## src/rtl/icetap_read_ctrl.sv

```systemverilog
// icetap capture-RAM readout sequencer: walks the RAM oldest-first and holds each sample for the scan shifter.
// Optional build macro ICETAP_READ_TRIG_MARK_EN adds read_is_trig (held sample is the trigger sample).
module icetap_read_ctrl #(
  parameter int NR_SIGNALS   = 16,
  parameter int RECORD_DEPTH = 256,
  parameter int RAM_LATENCY  = 1,
  localparam int RAM_ADDR_BITS = $clog2(RECORD_DEPTH)
) (
  input  logic                     src_clk,
  input  logic                     src_reset,
  input  logic [1:0]               state,
  input  logic                     wrapped,
  input  logic [RAM_ADDR_BITS-1:0] start_addr,
  input  logic [RAM_ADDR_BITS-1:0] trigger_addr,
  input  logic [RAM_ADDR_BITS-1:0] stop_addr,
  input  logic                     read_req_first,
  input  logic                     read_req_next,
  output logic                     ram_rd_en,
  output logic [RAM_ADDR_BITS-1:0] ram_rd_addr,
  input  logic [NR_SIGNALS-1:0]    ram_rd_data,
  output logic [NR_SIGNALS-1:0]    read_data,
  output logic                     read_valid,
  output logic                     read_last,
  output logic                     read_done,
  output logic                     read_err,
  output logic [RAM_ADDR_BITS-1:0] read_idx,
  output logic [1:0]               dbg_state
`ifdef ICETAP_READ_TRIG_MARK_EN
  ,
  output logic                     read_is_trig
`endif
);

  typedef enum logic [1:0] {
    S_IDLE  = 2'd0,
    S_ISSUE = 2'd1,
    S_WAIT  = 2'd2,
    S_HOLD  = 2'd3
  } fsm_t;

  localparam logic [1:0] REC_DONE = 2'd3;
  localparam logic [1:0] LAT_LOAD = 2'(RAM_LATENCY - 1);
  localparam logic [RAM_ADDR_BITS-1:0] ADDR_ONE = RAM_ADDR_BITS'(1);

  fsm_t                     state_q, state_d;
  logic [RAM_ADDR_BITS-1:0] addr_q, addr_d;
  logic [RAM_ADDR_BITS-1:0] idx_q, idx_d;
  logic [1:0]               cnt_q, cnt_d;
  logic [NR_SIGNALS-1:0]    data_q, data_d;
  logic                     valid_q, valid_d;
  logic                     last_q, last_d;
  logic                     done_q, done_d;
  logic                     err_q, err_d;
  logic                     trig_q, trig_d;
  logic [RAM_ADDR_BITS-1:0] first_addr;
  logic                     rec_done;
  logic                     trig_hit;

  // Oldest sample: after a wrap it sits just past the last written address.
  assign first_addr = wrapped ? (stop_addr + ADDR_ONE) : start_addr;
  assign rec_done   = (state == REC_DONE);

`ifdef ICETAP_READ_TRIG_MARK_EN
  assign trig_hit = (addr_q == trigger_addr);
`else
  logic unused_trigger_addr;
  assign unused_trigger_addr = ^trigger_addr;
  assign trig_hit = 1'b0;
`endif

  // Handshake: read_req_first/read_req_next are single-cycle pulses with no
  // backpressure; read_valid holds one sample until a request consumes it.
  always_comb begin
    state_d = state_q;
    addr_d  = addr_q;
    idx_d   = idx_q;
    cnt_d   = cnt_q;
    data_d  = data_q;
    valid_d = valid_q;
    last_d  = last_q;
    trig_d  = trig_q;
    done_d  = 1'b0;
    err_d   = 1'b0;

    if (state_q == S_IDLE) begin
      if (read_req_first) begin
        if (rec_done) begin
          addr_d  = first_addr;
          idx_d   = '0;
          valid_d = 1'b0;
          last_d  = 1'b0;
          trig_d  = 1'b0;
          state_d = S_ISSUE;
        end else begin
          err_d = 1'b1;
        end
      end
    end else if (!rec_done) begin
      // Recorder re-armed under us: the RAM contents are no longer this capture.
      err_d   = 1'b1;
      valid_d = 1'b0;
      last_d  = 1'b0;
      trig_d  = 1'b0;
      state_d = S_IDLE;
    end else if (read_req_first) begin
      addr_d  = first_addr;
      idx_d   = '0;
      valid_d = 1'b0;
      last_d  = 1'b0;
      trig_d  = 1'b0;
      state_d = S_ISSUE;
    end else begin
      case (state_q)
        S_ISSUE: begin
          cnt_d   = LAT_LOAD;
          state_d = S_WAIT;
        end
        S_WAIT: begin
          if (cnt_q == 2'd0) begin
            data_d  = ram_rd_data;
            valid_d = 1'b1;
            last_d  = (addr_q == stop_addr);
            trig_d  = trig_hit;
            state_d = S_HOLD;
          end else begin
            cnt_d = cnt_q - 2'd1;
          end
        end
        S_HOLD: begin
          if (read_req_next) begin
            valid_d = 1'b0;
            last_d  = 1'b0;
            trig_d  = 1'b0;
            if (last_q) begin
              done_d  = 1'b1;
              state_d = S_IDLE;
            end else begin
              addr_d  = addr_q + ADDR_ONE;
              idx_d   = idx_q + ADDR_ONE;
              state_d = S_ISSUE;
            end
          end
        end
        default: state_d = S_IDLE;
      endcase
    end
  end

  always_ff @(posedge src_clk) begin
    if (src_reset) begin
      state_q <= S_IDLE;
      addr_q  <= '0;
      idx_q   <= '0;
      cnt_q   <= '0;
      data_q  <= '0;
      valid_q <= 1'b0;
      last_q  <= 1'b0;
      done_q  <= 1'b0;
      err_q   <= 1'b0;
      trig_q  <= 1'b0;
    end else begin
      state_q <= state_d;
      addr_q  <= addr_d;
      idx_q   <= idx_d;
      cnt_q   <= cnt_d;
      data_q  <= data_d;
      valid_q <= valid_d;
      last_q  <= last_d;
      done_q  <= done_d;
      err_q   <= err_d;
      trig_q  <= trig_d;
    end
  end

  assign ram_rd_en   = (state_q == S_ISSUE);
  assign ram_rd_addr = addr_q;
  assign read_data   = data_q;
  assign read_valid  = valid_q;
  assign read_last   = last_q;
  assign read_done   = done_q;
  assign read_err    = err_q;
  assign read_idx    = idx_q;
  assign dbg_state   = state_q;

`ifdef ICETAP_READ_TRIG_MARK_EN
  assign read_is_trig = trig_q;
`else
  logic unused_trig_q;
  assign unused_trig_q = trig_q;
`endif

endmodule

```

## config.mk

```make
export PLATFORM = sky130hd
export DESIGN_NAME = icetap_read_ctrl
export DESIGN_NICKNAME = d
export VERILOG_FILES = /design/src/rtl/icetap_read_ctrl.sv
export SDC_FILE = /design/constraint.sdc
export NUM_CORES = 1
export LEC_CHECK = 0
export BUFFER_PORTS_ARGS = -buffer_cell sky130_fd_sc_hd__buf_2
export CAP_MARGIN = 10
export CORE_MARGIN = 5
export CORE_UTILIZATION = 45
export DETAILED_ROUTE_END_ITERATION = 12
export PLACE_DENSITY = 0.74
export REMOVE_ABC_BUFFERS = 1
export SYNTH_ARGS = -nofsm -noshare
export SYNTH_HDL_FRONTEND = slang
export SYNTH_SLANG_ARGS = --single-unit
```

## constraint.sdc

```tcl
create_clock -name src_clk -period 2.96 [get_ports src_clk]
set_input_delay 0.296 -clock src_clk [delete_from_list [all_inputs] [get_ports src_clk]]
set_output_delay 0.296 -clock src_clk [all_outputs]
set_load 0.1 [all_outputs]
```

==> results by group <==
Run status
  – Status: completed

Worst hold path
  – Hold worst-path end: read_data[6]
  – Hold Path Cell Cnt: 3
  – Tightest Hold Check Type: in -> reg
  – Hold Startpoint: ram_rd_data[6]

Worst setup path
  – WP data required: roughly 3.2 ns
  – R2R cell count: 6
  – Worst R2R Start: dbg_state[0]
  – CP startpoint kind: flip-flop
  – Setup crit end kind: flip-flop
  – Worst r2r dst: ram_rd_addr[3]
  – Crit Path Class: reg -> reg
  – CP Data Arrival Time: around 2.4 ns
  – Crit path max fanout: 14
  – Worst reg2reg setup slack: between 0.7 and 0.8 ns

STA
  – Final worst path period share: around three quarters
  – RSZ-0062 raised after global routing: no
  – FMAX: between 400 and 500 MHz
  – Worst Skew: between 0.004 and 0.005 ns
  – Setup Total Neg Slack: 0 ns
  – Relative slew slack: approximately 45%
  – Worst Tran Pin Value: approximately 0.83 ns
  – Fin. Hold Viols: 0
  – Final setup viols: 0
  – Max Slew Vio Count: 0
  – Tmin final: 2.17 ns

Floorplanning
  – Rows: 25
  – # IOs: 86
  – Die Height: slightly above 80 um
  – Die area: between 6000 and 7000 um^2
  – Core area: between 4000 and 5000 um^2
  – Initial Util: ~47%
  – DIE WIDTH: ~81 um

Cells and area
  – Fin nets: between 300 and 400
  – Multi-input logic area: ~1300 um^2
  – Storage cell area: roughly 800 um^2
  – Ratio of cells with drive above 1 in the final layout: between 20% and 30%
  – N_diodes: 0
  – Area Growth Syn to Fin: 22.7%
  – Layout fillers: around 450

Routing
  – Routed wire length: roughly 5600 um
  – WL/cell: approximately 14 um
  – Routed vias/inst: 5.37
  – Starting DRT DRC Count: 88
  – Vias post-DR: 2206
  – Residual DRC count: 0
  – 1st-pass router iterations: 4
  – Remaining antenna violation count after routing: 0

Placed design
  – GP Congestion: roughly 0.8
  – Dpl hpwl: 4120 um
  – Buffers on Ports: 77

Global route
  – GRT Total Usage: between 15 and 20%
  – GR Overflow Total: 0
  – Largest net degree at the start of global routing: 35
  – Vias in the first global route: ~2000
  – Initial antenna violation count: 0
  – First-pass GRT wire length: 9000 um

Yosys
  – Async SR Flop Fraction: 0%
  – Cell count after synthesis: 272
  – Warnings, synthesis: 0
  – Mapped Area: 2240 um^2
  – Yosys reg bits: 40
  – Ys flop type: dfxtp_1
  – EDFF count, synth: 0
  – Syn_area_per_cell: 8.24 um^2
  – Unique masters post-synth: 55
  – Seq/Total Area, Yosys: a little over a third

Clock network
  – CTS H-Tree Depth: 2
  – Clock Path Buffers: 2
  – Hold buffer count at CTS: 0
  – Total setup buffers inserted after CTS: 0
  – # clock sinks: 40
  – Resized Gates After CTS: 0
  – CTS root buffer: clkbuf_8
  – CTS Buf Count: 5
  – CTS tree: done
  – Worst skew pair latency: roughly 0.29 ns
  – CTS clk-pin slew, worst paths: 0.08 ns

Power and ir drop
  – LEAKAGE: 1.18 nW
  – Peak VDD IR: 228 uV
  – Pwr dens: 461 nW/um^2
  – Pwr Total: between 1 and 1.5 mW

Job
  – Max Cap Viol: 0
[stage by stage]
| step | cell area [um^2] | utilization, % | cells | setup slack, ns | hold slack (ns) |
|---|---|---|---|---|---|
| floorplan | 2160 | - | 258 | -0.270 | 0.364 |
| global placement | 2640 | 55.1 | 403 | 0.789 | 0.439 |
| detailed placement | 2640 | 55.1 | 403 | 0.819 | 0.446 |
| CTS | 2750 | 57.5 | 411 | 0.791 | 0.218 |
| global route | 2750 | 57.5 | 411 | 0.593 | 0.229 |
| finish | 2750 | 57.5 | 411 | 0.790 | 0.232 |
[power by group]
| group | total, mW | switching (mW) | internal [mW] | leakage [nW] |
|---|---|---|---|---|
| registers | 0.562 | 0.0142 | 0.548 | 0.323 |
| logic | 0.247 | 0.178 | 0.0692 | 0.797 |
| clock network | 0.458 | 0.204 | 0.254 | 0.0548 |
| total | 1.27 | 0.396 | 0.871 | 1.18 |
[worst max-delay path, cell delays in order (launching register included)]
cell	delay (ns)
dfxtp_1	0.35
inv_1	0.12
ha_1	0.30
or2_0	0.68
o21ai_0	0.20
a21o_1	0.21
a311oi_2	0.23
[cell usage after synthesis, drive strengths merged, types with 3 or more instances]
cell     instances  area, um^2
dfxtp           40         801
xor2            14         123
nand3            9        45.0
nand4            6        37.5
o21bai           3        22.5
clkbuf           3        11.3
a311oi           4        41.3
inv              6        22.5
and2             5        31.3
nor2            15        63.8
o21ai           10        61.3
buf             11        72.6
o2111ai          7        61.3
ha               8         100
a21o             3        22.5
a21oi           26         134
xnor2            5        43.8
nor3             8        40.0
nor4             3        18.8
nand2           48         180
[area by class of cell]
class / instances / share of cell area, %
Tap cell: 67 / 3.05
Timing Repair Buffer: 78 / 14.3
Clock buffer: 5 / 2.50
Sequential cell: 40 / 29.1
Clock inverter: 3 / 1.68
Inverter: 6 / 0.819
Multi-Input combinational cell: 212 / 48.5
[kinds of logic (layout without fill, tap and decap cells)]
family / after synthesis / count (layout) / synth area share [%]
AO/OA/AOI/OAI: 68 / 68 / 20.9
XOR/XNOR: 19 / 19 / 7.42
adder cells (fa/ha/maj): 8 / 8 / 4.46
buffers and inverters: 20 / 92 / 4.74
flip-flops: 40 / 40 / 35.7
multiplexers: 3 / 3 / 1.40
AND/OR/NAND/NOR: 114 / 114 / 25.4
[layout by cell type (no fill, tap or decap), types with 2 or more instances in the layout]
cell and n:
nor2b_1 2, o21ai_0 9, and4_1 2, a311oi_1 3, a211oi_1 2, nor3b_1 2, and3_1 2, nor2_1 14
nor3_1 8, ha_1 8, or3_1 2, o21bai_1 3, o211ai_1 2, buf_2 77, xnor2_1 5, o211a_1 2
inv_1 6, clkbuf_8 5, nand2b_1 2, nand2_1 48, a21oi_1 25, nand3_1 9, a31oi_1 2, mux2i_1 2
nand4_1 6, nor4_1 3, o2111ai_1 7, xor2_1 14, a21o_1 3, dfxtp_1 40, and2_1 5
[worst max path at each step]
stage,startpoint,slack (ns),depth (start not counted),to
finish,dbg_state[0],0.79,6,ram_rd_addr[3]
floorplan,dbg_state[0],-0.27,6,read_idx[7]
detailed placement,dbg_state[0],0.82,6,read_data[8]
global route,dbg_state[0],0.59,6,read_data[4]
CTS,dbg_state[0],0.79,6,ram_rd_addr[3]
global placement,dbg_state[0],0.79,6,read_data[1]
[routing by layer]
metal	vias up	wire (um)	GRT usage (%)
met3	4	399	3.48
met4	0	61	6.25
met5	-	0	0
met1	998	2470	22.5
li1	1120	-	-
met2	84	2710	28.3
[flip-flops by register name, summed over array words and instances, names as in the netlist]
name,count
read_done,1
cnt_q,2
read_last,1
dbg_state,2
read_valid,1
ram_rd_addr,8
read_idx,8
read_err,1
read_data,16
(Power assumes the default switching activity.)
